<file path="src/rtl/fcb1_cu.sv">
// FCB1 control unit: streams the input buffer and weight column through
// the MAC after one start pulse, then hands the result to the next stage.
module fcb1_cu #(
  parameter int IFM_DEPTH    = 32,
  parameter int ADDRESS_SIZE = (IFM_DEPTH > 1) ? $clog2(IFM_DEPTH) : 1
) (
  input  logic                    clk,
  input  logic                    reset,
  input  logic                    start_from_previous,
  output logic                    end_to_previous,
  input  logic                    end_from_next,
  output logic                    start_to_next,
  output logic [ADDRESS_SIZE-1:0] read_address,
  output logic                    ifm_enable_read,
  output logic                    wm_enable_read,
  output logic                    accumulate_enable,
  output logic                    bias_sel,
  output logic                    fc_output_ready,
  output logic                    enable_write_next
);

  typedef enum logic [1:0] {
    IDLE,
    READ,
    DRAIN,
    HOLD
  } state_t;

  localparam logic [ADDRESS_SIZE-1:0] LAST =
    ADDRESS_SIZE'(IFM_DEPTH - 1);

  state_t                  state_q, state_d;
  logic [ADDRESS_SIZE-1:0] cnt_q, cnt_d;
  logic [1:0]              drain_q, drain_d;
  logic                    rd_en, first_read, last_read;
  logic                    acc_q, bias_q;
  logic                    last_d1_q, fcr_q, ewn_q, stn_q;

  always_comb begin
    state_d    = state_q;
    cnt_d      = cnt_q;
    drain_d    = drain_q;
    rd_en      = 1'b0;
    first_read = 1'b0;
    last_read  = 1'b0;
    unique case (state_q)
      IDLE: begin
        cnt_d   = '0;
        drain_d = '0;
        if (start_from_previous) state_d = READ;
      end
      READ: begin
        rd_en      = 1'b1;
        first_read = (cnt_q == '0);
        if (cnt_q == LAST) begin
          last_read = 1'b1;
          cnt_d     = '0;
          state_d   = DRAIN;
        end else begin
          cnt_d = cnt_q + ADDRESS_SIZE'(1);
        end
      end
      DRAIN: begin
        // three cycles: memory latency, MAC, then the write strobe
        if (drain_q == 2'd2) begin
          drain_d = '0;
          state_d = HOLD;
        end else begin
          drain_d = drain_q + 2'd1;
        end
      end
      HOLD: begin
        if (end_from_next) state_d = IDLE;
      end
      default: state_d = IDLE;
    endcase
  end

  always_ff @(posedge clk) begin
    if (reset) begin
      state_q   <= IDLE;
      cnt_q     <= '0;
      drain_q   <= '0;
      acc_q     <= 1'b0;
      bias_q    <= 1'b0;
      last_d1_q <= 1'b0;
      fcr_q     <= 1'b0;
      ewn_q     <= 1'b0;
      stn_q     <= 1'b0;
    end else begin
      state_q   <= state_d;
      cnt_q     <= cnt_d;
      drain_q   <= drain_d;
      acc_q     <= rd_en;
      bias_q    <= first_read;
      last_d1_q <= last_read;
      fcr_q     <= last_d1_q;
      ewn_q     <= fcr_q;
      stn_q     <= ewn_q;
    end
  end

  assign end_to_previous   = (state_q == IDLE);
  assign read_address      = cnt_q;
  assign ifm_enable_read   = rd_en;
  assign wm_enable_read    = rd_en;
  assign accumulate_enable = acc_q;
  assign bias_sel          = bias_q;
  assign fc_output_ready   = fcr_q;
  assign enable_write_next = ewn_q;
  assign start_to_next     = stn_q;

endmodule

</file>
<file path="config.mk">
export PLATFORM = sky130hd
export DESIGN_NAME = fcb1_cu
export DESIGN_NICKNAME = d
export VERILOG_FILES = /design/src/rtl/fcb1_cu.sv
export SDC_FILE = /design/constraint.sdc
export NUM_CORES = 1
export LEC_CHECK = 0
export ABC_AREA = 1
export BUFFER_PORTS_ARGS = -buffer_cell sky130_fd_sc_hd__buf_2
export CORE_MARGIN = 2
export CORE_UTILIZATION = 35
export DETAILED_ROUTE_END_ITERATION = 7
export PLACE_DENSITY = 0.53
export REMOVE_ABC_BUFFERS = 1
export SYNTH_ARGS = -nofsm -noshare
export SYNTH_HDL_FRONTEND = slang
export SYNTH_SLANG_ARGS = --single-unit
</file>
<file path="constraint.sdc">
create_clock -name clk -period 3.1 [get_ports clk]
set_input_delay 0.31 -clock clk [delete_from_list [all_inputs] [get_ports clk]]
set_output_delay 0.31 -clock clk [all_outputs]
set_load 0.005 [all_outputs]
</file>
After elaboration in Yosys (flattened, before gate mapping)
Cells that the tools add are included.
{"block": "totals", "mem_bits_rw": 0, "register_bits": 15, "in_bits": 4, "output_inout_bits": 13, "elab_cells": 38, "mem_bits_ro": 0, "memories": 0, "latchBits": 0}
{"block": "classes", "add_sub_neg": 2, "n_eq_ne": 9, "mux": 11, "mul": 0, "shift": 0, "magnitude_cmp": 0, "div_mod_pow": 0, "bitwise": 1, "n_reduce_logical": 6}
{"op": "2-to-1 mux 2 bit", "count": 5}
{"op": "one-hot mux 5 bit (2 select lines)", "count": 1}
{"op": "inequality test 2 bit, second input constant", "count": 4}
{"op": "one-hot mux 2 bit (4 select lines)", "count": 1}
{"op": "== test 2 bit, second input constant", "count": 3}
{"op": "adder 5 x 1 -> 5 bit, second input constant", "count": 1}
{"op": "== test 5 bit, second input constant", "count": 1}
{"op": "zero test 5 bit", "count": 1}
{"op": "2-to-1 mux 5 bit", "count": 1}
{"op": "one-hot mux 2 bit (2 select lines)", "count": 1}
{"op": "AND reduction 4 bit", "count": 1}
{"op": "nonzero test 2 bit", "count": 2}
{"op": "adder 2 x 1 -> 2 bit, second input constant", "count": 1}
{"op": "== test 2 x 1 -> 1 bit, second input constant", "count": 1}
{"op": "zero test 2 bit", "count": 1}
{"op": "2-to-1 mux 1 bit", "count": 2}
{"op": "OR reduction 2 bit", "count": 1}
{"op": "NOT 1 bit", "count": 1}

Longest topological paths before layout
{"block": "depth", "ltp_word": 3, "mapped_depth": 11, "ltp_nobuf": 11}

Worst setup path before layout
No wires, ideal clock.
{"block": "synth_path", "path_kind": "reg-to-reg", "from": "reg cnt_q[1], in the netlist read_address[1]", "to": "reg state_q[1]", "synth_period_minus_slack_ps": 1458, "path_stages_with_launch": 12, "required_time_ps": 2987, "path_slack_ps": 1642, "n_path_buf": 0, "setup_ps": 113, "arrival_time_ps": 1345, "cell_sequence": "dfxtp_1 > ha_1 > inv_1 > nor3_1 > ha_1 > inv_1 > nand2_2 > inv_1 > nor2_1 > nand3_1 > nand2_1 > nor2_1"}
{"block": "synth_via", "elab_chain_cells": 3}
{"element": "from (decl)", "line_no": "33", "rtl": "logic [ADDRESS_SIZE-1:0] cnt_q, cnt_d;"}
{"element": "from (signal assigned)", "line_no": "92", "rtl": "cnt_q <= cnt_d;"}
{"element": "== test 5 bit", "line_no": "55", "rtl": "if (cnt_q == LAST) begin"}
{"element": "inequality test 2 bit (no source line)"}
{"element": "AND reduction 4 bit (no source line)"}
{"element": "to (signal assigned)", "line_no": "91", "rtl": "state_q <= state_d;"}
{"element": "to (decl)", "line_no": "32", "rtl": "state_t state_q, state_d;"}
Every way passes these cells.
A chain may end at the register's enable or synchronous reset.

Worst setup path in the final report
Ends and elaborated chain as after synthesis.

==> results.yml <==
timing:
  fin_crit_ns: 1.63
  max_freq_mhz: 613
  finalMaxSlewViolations: 0
  finalHoldViolCount: 0
  rsz0062_at_grt: "false"
  tns_ns: 0
  min_period_over_period_pct: 52.6
  setup_ws_ns: 1.47
  clock_skew_ns: 0.00128
  setup_viol: 0
  tightest_slew_ns: 0.262
  max-slew-margin-rel_pct: 82.4
min_path:
  hold_depth: 2
  hold_path.class: "in2reg"
  hold_end: "read_address[1]"
  min-delay-start: "reset"
drt:
  wl_met1_um: 632
  highest_layer: "met4"
  routed-wl-met2_um: 630
  ant_nets: 0
  avgRoutedWirePerCell_um: 9.04
  vias_per_cell: 4.24
  first_pass_iters: 4
  vias: 610
  drc: 0
  wl_met3_um: 28
  drt-total-wl_um: 1300
  drt_iter0_markers: 5
setup_path:
  cp_slowest_stage_delay_ns: 0.43
  worst_ep_arrival_time_ns: 1.86
  cp_common_cell: "nor2_1"
  cp_slowest_cell: "dfxtp_1"
  cp-end-kind: "register"
  reg2regPathDepth: 10
  rr_startpoint: "read_address[1]"
  cp_max_fo: 6
  ff2ff_setup_slack_ns: 1.47
  timing.rr.end: "state_q[1]"
  cp-start-kind: "register"
  crit_required_ns: 3.33
  crit_family: "simple AND/OR/NAND/NOR gates"
  path_buf_inv: 2
  cp_cell_sequence: "ha_1, inv_1, nor3_1, ha_1, inv_1, nand2_2, nand3_1, nor2_1, nor2_1, nor2_1"
  critPathKind: "reg2reg"
clock_network:
  clock_latency_ns: 0.28
  root_buffer: "clkbuf_4"
  postCtsSetupBuffers: 0
  cts_made_buffers: 3
  cts_tree: "built"
  clk_pin_slew_ns: 0.09
  cts_htree_levels: 1
  cts_sinks: 15
  clock_path_buffers: 2
  post_cts_resized: 0
  cts_hold_repair.buffers: 0
yosys:
  synth_warnings: 0
  ys_seq_area_share_pct: 41.4
  synth.distinct_cells: 16
  synth_seq_cells: 15
  netlist_instances: 98
  syn_avg_cell_area_um2: 7.41
  synth_area_um2: 726
outcome:
  outcome: "completed"
placed_design:
  place_area_um2: 832
  gp_congestion: 0.797
  io_buffer_count: 16
  dp_hpwl_um: 1040
  dp.cells: 140
  post-place-ws_ns: 1.51
finish:
  multiInputGateArea_um2: 339
  antennaDiodeCount: 0
  regArea_um2: 300
  final_cell_area_um2: 860
  area_growth_pct: 18.4
  fillCellCount: 237
  final_nets: 130
  drive_gt1_share_pct: 23.1
  layoutNonFillerInstCount: 144
floorplan:
  die_y_um: 49.5
  num_rows: 16
  dieArea_mm2: 0.00245
  core_area_mm2: 0.00196
  die_x_um: 49.5
  top_level_ports: 17
  start_util_pct: 37.0
global_route:
  grt_usage_pct: 12.2
  grt_start_max_net_pins: 10
  overflow: 0
  antenna_found_initial: 0
  first_global_vias: 602
  grt_pass1_wl_um: 2350
run:
  drv_cap: 0
power_and_ir_drop:
  peakVddDrop_mv: 0.342
  power.leakage_nw: 0.445
  power_density_mw_per_mm2: 758
[worst max-delay path by stage]
stage	from	end	slack, ns	cells after the start
after global placement	read_address[0]	state_q[1]	1.55	11
after detailed placement	read_address[1]	state_q[1]	1.51	10
after global routing	read_address[1]	state_q[1]	1.30	10
after floorplan	read_address[1]	state_q[1]	1.64	11
after CTS	read_address[1]	state_q[1]	1.47	10
final	read_address[1]	state_q[1]	1.47	10
[Yosys cell counts]
library cell | count | area share (%)
inv_1 | 18 | 9.3
dfxtp_1 | 15 | 41
nand2_1 | 15 | 7.8
nor2_1 | 15 | 7.8
ha_1 | 8 | 14
a21oi_1 | 5 | 3.4
nand3_1 | 5 | 3.4
o21ai_0 | 4 | 2.8
inv_2 | 3 | 1.6
nand2_2 | 2 | 1.7
nor2_2 | 2 | 1.7
nor3_1 | 2 | 1.4
a32o_1 | 1 | 1.4
buf_4 | 1 | 1.0
nand4_1 | 1 | 0.86
o21ai_1 | 1 | 0.69
[layer usage]
layer,vias up,GRT usage [%]
met3,2,1.82
met1,266,13.4
met2,8,22.7
met5,-,0
met4,0,5.56
li1,334,-
[area by class of cell]
cell class                 instances  share of cell area [%]
clock inverter                     1                   0.582
sequential                        15                    34.9
tap                               27                    3.93
multi-input combinational         61                    39.4
timing repair buffer              16                    9.32
clock buffer                       3                    2.62
inverter                          21                    9.17
[state kept, by name, indices dropped and copies added (netlist names)]
name and cells:
last_d1_q 1, enable_write_next 1, drain_q 2, bias_sel 1, state_q 2, start_to_next 1, fc_output_ready 1, read_address 5
accumulate_enable 1
[per-stage QoR]
| step | hold slack (ns) | util, % | power (W) |
|---|---|---|---|
| after detailed placement | 0.393 | 42.4 | 0.000551 |
| after floorplan | 0.379 | - | 0.000465 |
| final | 0.263 | 43.8 | 0.000652 |
| after CTS | 0.257 | 43.8 | 0.000663 |
| after global routing | 0.257 | 43.8 | 0.000723 |
| after global placement | 0.404 | 42.4 | 0.000552 |
[cells in the final DEF (no fill, tap or decap), drive strengths merged]
cell type | synthesis | routed
nand4 | 1 | 1
dfxtp | 15 | 15
ha | 8 | 8
nor2 | 17 | 17
nand3 | 5 | 5
nand2 | 17 | 17
a21oi | 5 | 5
clkbuf | 0 | 3
inv | 21 | 21
clkinv | 0 | 1
o21ai | 5 | 5
a32o | 1 | 1
buf | 1 | 16
nor3 | 2 | 2
[kinds of logic (layout without fill, tap and decap cells)]
| group | count (synthesis) | count (layout) | share of synthesized area, % |
|---|---|---|---|
| compound gates | 11 | 11 | 8.27 |
| fa+ha+maj | 8 | 8 | 13.8 |
| buf+inv | 22 | 41 | 11.9 |
| flops | 15 | 15 | 41.4 |
| simple gates | 42 | 42 | 24.7 |
[power breakdown]
group / internal (W) / switching, W
clock: 0.0000478 / 0.0000633
combinational: 0.000113 / 0.000177
sequential: 0.000224 / 0.0000266
total: 0.000385 / 0.000267
[worst register-to-register path, stage by stage (launching register included)]
cell and delay, ns:
dfxtp_1 0.43, ha_1 0.21, inv_1 0.05, nor3_1 0.22
ha_1 0.20, inv_1 0.04, nand2_2 0.08, nand3_1 0.08
nor2_1 0.13, nor2_1 0.06, nor2_1 0.09
Power figures use the tool's default switching activity.
